**src/rtl/conv_encoder.sv**
```systemverilog
// Rate-1/2, K=3 convolutional encoder: serialises one DATA_W-bit message MSB first and
// presents the full 2*DATA_W-bit codeword on code_out with a one-cycle done pulse.
module conv_encoder #(
  parameter int unsigned DATA_W = 8,
  parameter logic [2:0]  G0     = 3'b111,
  parameter logic [2:0]  G1     = 3'b101
) (
  input  logic                  i_clk,
  input  logic                  i_rst,
  input  logic                  i_en,
  input  logic                  i_start,
  input  logic [DATA_W-1:0]     i_data_in,
  output logic [2*DATA_W-1:0]   o_code_out,
  output logic                  o_done_flag,
  output logic                  o_busy
);

  localparam int unsigned   CntW    = (DATA_W > 1) ? $clog2(DATA_W) : 1;
  localparam logic [CntW-1:0] LastCnt = CntW'(DATA_W - 1);

  typedef enum logic [1:0] {StIdle, StEncode, StDone} state_e;

  state_e                r_state, w_state_nxt;
  logic [DATA_W-1:0]     r_msg, w_msg_nxt;
  logic                  r_s1, w_s1_nxt;
  logic                  r_s2, w_s2_nxt;
  logic [CntW-1:0]       r_cnt, w_cnt_nxt;
  logic [2*DATA_W-1:0]   r_acc, w_acc_nxt;
  logic [2*DATA_W-1:0]   r_code, w_code_nxt;
  logic                  r_done, w_done_nxt;

  logic                  w_u, w_p0, w_p1;
  logic [2*DATA_W-1:0]   w_acc_shift;

  // Message is consumed from the top by shifting, so the current bit is always the MSB.
  // Pairs are shifted in at the bottom; after DATA_W steps the first pair sits at the top.
  assign w_u         = r_msg[DATA_W-1];
  assign w_p0        = ^({w_u, r_s1, r_s2} & G0);
  assign w_p1        = ^({w_u, r_s1, r_s2} & G1);
  assign w_acc_shift = {r_acc[2*DATA_W-3:0], w_p0, w_p1};

  always_comb begin
    w_state_nxt = r_state;
    w_msg_nxt   = r_msg;
    w_s1_nxt    = r_s1;
    w_s2_nxt    = r_s2;
    w_cnt_nxt   = r_cnt;
    w_acc_nxt   = r_acc;
    w_code_nxt  = r_code;
    w_done_nxt  = r_done;

    if (i_en) begin
      w_done_nxt = 1'b0;
      unique case (r_state)
        StIdle: begin
          if (i_start) begin
            w_msg_nxt   = i_data_in;
            w_s1_nxt    = 1'b0;
            w_s2_nxt    = 1'b0;
            w_cnt_nxt   = '0;
            w_acc_nxt   = '0;
            w_state_nxt = StEncode;
          end
        end
        StEncode: begin
          w_msg_nxt = {r_msg[DATA_W-2:0], 1'b0};
          w_s2_nxt  = r_s1;
          w_s1_nxt  = w_u;
          w_cnt_nxt = r_cnt + CntW'(1);
          w_acc_nxt = w_acc_shift;
          if (r_cnt == LastCnt) begin
            w_code_nxt  = w_acc_shift;
            w_done_nxt  = 1'b1;
            w_state_nxt = StDone;
          end
        end
        StDone: begin
          w_state_nxt = StIdle;
        end
        default: begin
          w_state_nxt = StIdle;
        end
      endcase
    end
  end

  always_ff @(posedge i_clk) begin
    if (i_rst) begin
      r_state <= StIdle;
      r_msg   <= '0;
      r_s1    <= 1'b0;
      r_s2    <= 1'b0;
      r_cnt   <= '0;
      r_acc   <= '0;
      r_code  <= '0;
      r_done  <= 1'b0;
    end else begin
      r_state <= w_state_nxt;
      r_msg   <= w_msg_nxt;
      r_s1    <= w_s1_nxt;
      r_s2    <= w_s2_nxt;
      r_cnt   <= w_cnt_nxt;
      r_acc   <= w_acc_nxt;
      r_code  <= w_code_nxt;
      r_done  <= w_done_nxt;
    end
  end

  assign o_code_out  = r_code;
  assign o_done_flag = r_done;
  assign o_busy      = (r_state != StIdle);

endmodule

```
**config.mk**
```make
export PLATFORM = sky130hd
export DESIGN_NAME = conv_encoder
export DESIGN_NICKNAME = d
export VERILOG_FILES = /design/src/rtl/conv_encoder.sv
export SDC_FILE = /design/constraint.sdc
export NUM_CORES = 1
export LEC_CHECK = 0
export ABC_AREA = 0
export ABC_CLOCK_PERIOD_IN_PS = 1500
export CORE_MARGIN = 4
export CORE_UTILIZATION = 31
export DETAILED_ROUTE_END_ITERATION = 8
export HOLD_SLACK_MARGIN = 0.06
export PLACE_DENSITY = 0.56
export SYNTH_ARGS = -nofsm -noshare
export SYNTH_HDL_FRONTEND = slang
export SYNTH_SLANG_ARGS = --single-unit
```
**constraint.sdc**
```tcl
create_clock -name i_clk -period 1.5 [get_ports i_clk]
set_input_delay 0.45 -clock i_clk [delete_from_list [all_inputs] [get_ports i_clk]]
set_output_delay 0.45 -clock i_clk [all_outputs]
set_load 0.02 [all_outputs]
```
==> results.txt <==
Setup repair after global routing left no endpoint under its margin. For the number of CTS-inserted buffers, the log shows 5. The critical path is of the reg2out type. The leakage power figure was 0.000963 uW; the arrival time reported for the critical path endpoint was 960 ps.

The all-layer global routing usage came out at 11.5%. The first global-routing pass estimated 7000 microns of wire. Counting flops with a built-in enable in the synthesized netlist gives 0. For the overall power after layout, the log shows 2260 uW. Entering global routing, the biggest net connects 18 pins.

The tools report the kind of start point of the critical path as a flop. For this run, design rule violations remaining after detail routing come to 0. The tools report the residual antenna-violating net count after detailed routing as 0.

Net switching is 24.9% of the power. The chip height is 87.6 microns, and the source-to-sink clock delay at the later pin of the worst-skew pair is 290 ps. The cell at the slowest stage of the critical path was dlygate4sd2_1. The type of the tightest min-delay check was reg2reg. The logs give 0 for the diode insertion count for antenna repair and 2 for the count of H-tree levels built during CTS.

Sequential cells account for 55.9% of the total power. The region available for standard cell placement spans 6030 sq um. The first-pass iteration count of the detailed router is 4.

The worst setup path is captured at an output pin. Leaving out filler cells and counting taps, the final layout contains 329. The logs give 215 for the synthesized instance count and 1690 uW for the design internal power.

The area growth from synthesis to layout is 27.8%. In this run the cell area of the synthesized design comes to 1960 sq um. The pre-CTS setup slack was -280 ps; the reported max-cap violation count was 0.

The Yosys warning count was 0. The number of I/O port buffers came out at 29. The total wire length is 4070 microns, and the switching power is 563 uW. Walking the worst path, the cells encountered are dlygate4sd2_1.

For the final-stage net count, the log shows 267. Static timing analysis puts the maximum clock frequency at 707 MHz. The number of placed instances, taps included, is 319.

The starting utilization of the core area is 32.6%, and the relative slew slack is 77.6%. The ratio of total power to cell area works out to 900 nW/um^2. Global routing consumed, on the met1 layer, 13.6% of the routing resources. In the final routed layout, each cell accounts on average for 12.4 microns. After synthesis, the mean cell area works out to 9.13 sq um. Global routing used 20.3% of the available met2 tracks. The run gives 0 as the count of final max-slew check failures.

Clock root buffer: clkbuf_8. In this run, synthesis produced a sequential element count of 46. For this design, the sink count on the clock tree is 46. In this run the count of I/O pins placed on the die edge is 30. The initial antenna violation count was 0; the shortest period the worst path allows was 1410 ps. The flow ran to the end, and the final reports show no timing, DRC or antenna violations. The slew of the pin with the lowest slew margin is 333 ps.

Buffers plus inverters on the worst setup path: 1. After layout, the worst setup slack is 86.4 ps. HPWL after detailed placement: 2780 microns.

After clock tree synthesis, the clock-pin slew on the worst setup and hold paths is 90 ps. The tools report the area of the die as 7670 sq um. Of all nets on the critical path, the largest fanout is 2.

The netlist uses 37 different library cells. In the routed layout, each cell is associated on average with a via count of 4.81. In this design, the largest share of critical-path delay is due to buffers and inverters.

TritonCTS built the clock tree. Setup violations remaining at the end of the flow were counted as 0. From left edge to right edge, the die measures 87.6 microns. Most congested layer reported by global routing: met2. The detailed router's first-iteration violation count was 51; the maximum count of clock buffers along a single path was 2. The via count of the first global-routing pass is 1,597. For this run, the leading register cell type out of synthesis is dfxtp_1. The final number of hold-violating endpoints is 0. The maximum ir drop on the vdd rail was 469 uV. The run gives 28 as the floorplan row count. Counting every net in the synthesized netlist gives 229.

Cells with a size suffix above 1 make up 20.9% of the layout. Summed over all layers, the global routing overflow is 0. For this run, global-route usage on met3 was measured as 3.10%. The share of the Yosys chip area taken by registers is 46.9%. Data on the critical path is required at its endpoint by 1050 ps. Longest individual stage delay on the worst path: 340 ps. The clock network is responsible for 33.0% of the overall power.

The final critical path takes up 94.2% of the cycle. The proportion of synthesized flip-flops having asynchronous set or reset is 0%. The routed layout has 1,582 vias. The run gives 0.766 as the routability-driven placement congestion ratio. The share of total power in combinational logic came out at 11.2%.

Between clock sinks in the finished design, the worst skew comes to 7.31 ps.
## metal layers
metal | wire length (microns) | up-vias
met5 | 0 | -
met4 | 36 | 0
met3 | 177 | 4
met2 | 1920 | 32
met1 | 1940 | 735
li1 | - | 811
## path summary, 6_finish.rpt
| kind | from | end | slack [ps] | cells past startpoint |
|---|---|---|---|---|
| worst max-delay path | o_code_out[15] | o_code_out[15] | 90 | 1 |
| worst min-delay path | r_cnt[0] | r_cnt[0] | 450 | 1 |
| worst max register to register | r_cnt[0] | o_code_out[11] | 90 | 6 |
| worst min register to register | r_cnt[0] | r_cnt[0] | 450 | 1 |
## cell usage in the layout (no fill, tap or decap), types with 2 or more instances in the layout
| cell type | count |
|---|---|
| a21oi_1 | 32 |
| clkbuf_8 | 5 |
| o21ai_1 | 4 |
| dfxtp_1 | 45 |
| a21oi_2 | 10 |
| buf_2 | 2 |
| mux2i_1 | 7 |
| nand2_1 | 42 |
| o21ai_0 | 14 |
| nand2_2 | 2 |
| nand2b_1 | 3 |
| buf_12 | 5 |
| inv_1 | 3 |
| nor2_2 | 2 |
| nor2_1 | 4 |
| clkdlybuf4s50_1 | 9 |
| dlygate4sd2_1 | 17 |
| buf_4 | 14 |
| a211oi_1 | 8 |
## Yosys cell counts (2+ instances only)
library cell | number | area share (%)
mux2i_1 | 7 | 3.6
o21ai_0 | 14 | 3.6
buf_6 | 7 | 4.0
a211oi_1 | 8 | 3.1
buf_2 | 4 | 1.0
nor2_1 | 5 | 0.96
nand2b_1 | 3 | 0.96
nand2_1 | 42 | 8.0
buf_4 | 4 | 1.5
o21ai_1 | 4 | 1.0
buf_1 | 2 | 0.38
dfxtp_1 | 46 | 47
a21oi_1 | 32 | 8.2
ha_1 | 2 | 1.3
nand2_2 | 2 | 0.64
a21oi_2 | 10 | 4.5
inv_1 | 3 | 0.57
## stage by stage
stage | hold slack (ps) | util [%] | instance area (sq um) | TNS, ps
detailed placement | 446 | 39.7 | 2390 | -9280
finish | 450 | 41.6 | 2510 | 0
global route | 464 | 41.6 | 2510 | 0
floorplan | 428 | - | 1960 | 0
global placement | 444 | 39.7 | 2390 | -8610
CTS | 459 | 40.8 | 2460 | 0
## sequential cells by signal (all words and copies together) (netlist names)
signal and cells:
r_s1 1, o_done_flag 1, r_msg 8, r_state 2, r_s2 1, r_cnt 3, r_acc 14, o_code_out 16
## power groups by stage
stage	Sequential [uW]	Clock, uW	Combinational [uW]
2_1_floorplan	1280	0	166
3_3_place_gp	1290	0	252
3_5_place_dp	1290	0	253
4_1_cts	1260	783	251
5_1_grt	1260	834	277
6_report	1260	744	252
## cell families after synthesis
logic type | Yosys count | synth area share [%]
XOR/XNOR | 2 | 0.893
buffers and inverters | 22 | 8.48
AO/OA/AOI/OAI | 72 | 22.3
adder cells (fa/ha/maj) | 2 | 1.28
multiplexers | 7 | 3.57
AND/OR/NAND/NOR | 64 | 16.6
flip-flops | 46 | 46.9
## area by class of cell
class / instances / area [sq um]
clock buffers: 6 / 72.6
inverters: 3 / 11.3
clock inverters: 2 / 13.8
flip-flops and latches: 46 / 922
well taps: 75 / 93.8
multi-input cells: 147 / 891
fillers: 633 / 3520
repair buffers: 50 / 503
## timing repair
item                       4_1_cts  5_1_grt
setup endpoints to repair       19        4
resized for setup               23        5
cloned                           0        1
pin swaps                        0        2
hold buffers                     0        0
buffers inserted                 0        1
No activity file was read; power rests on OpenSTA's default activity.
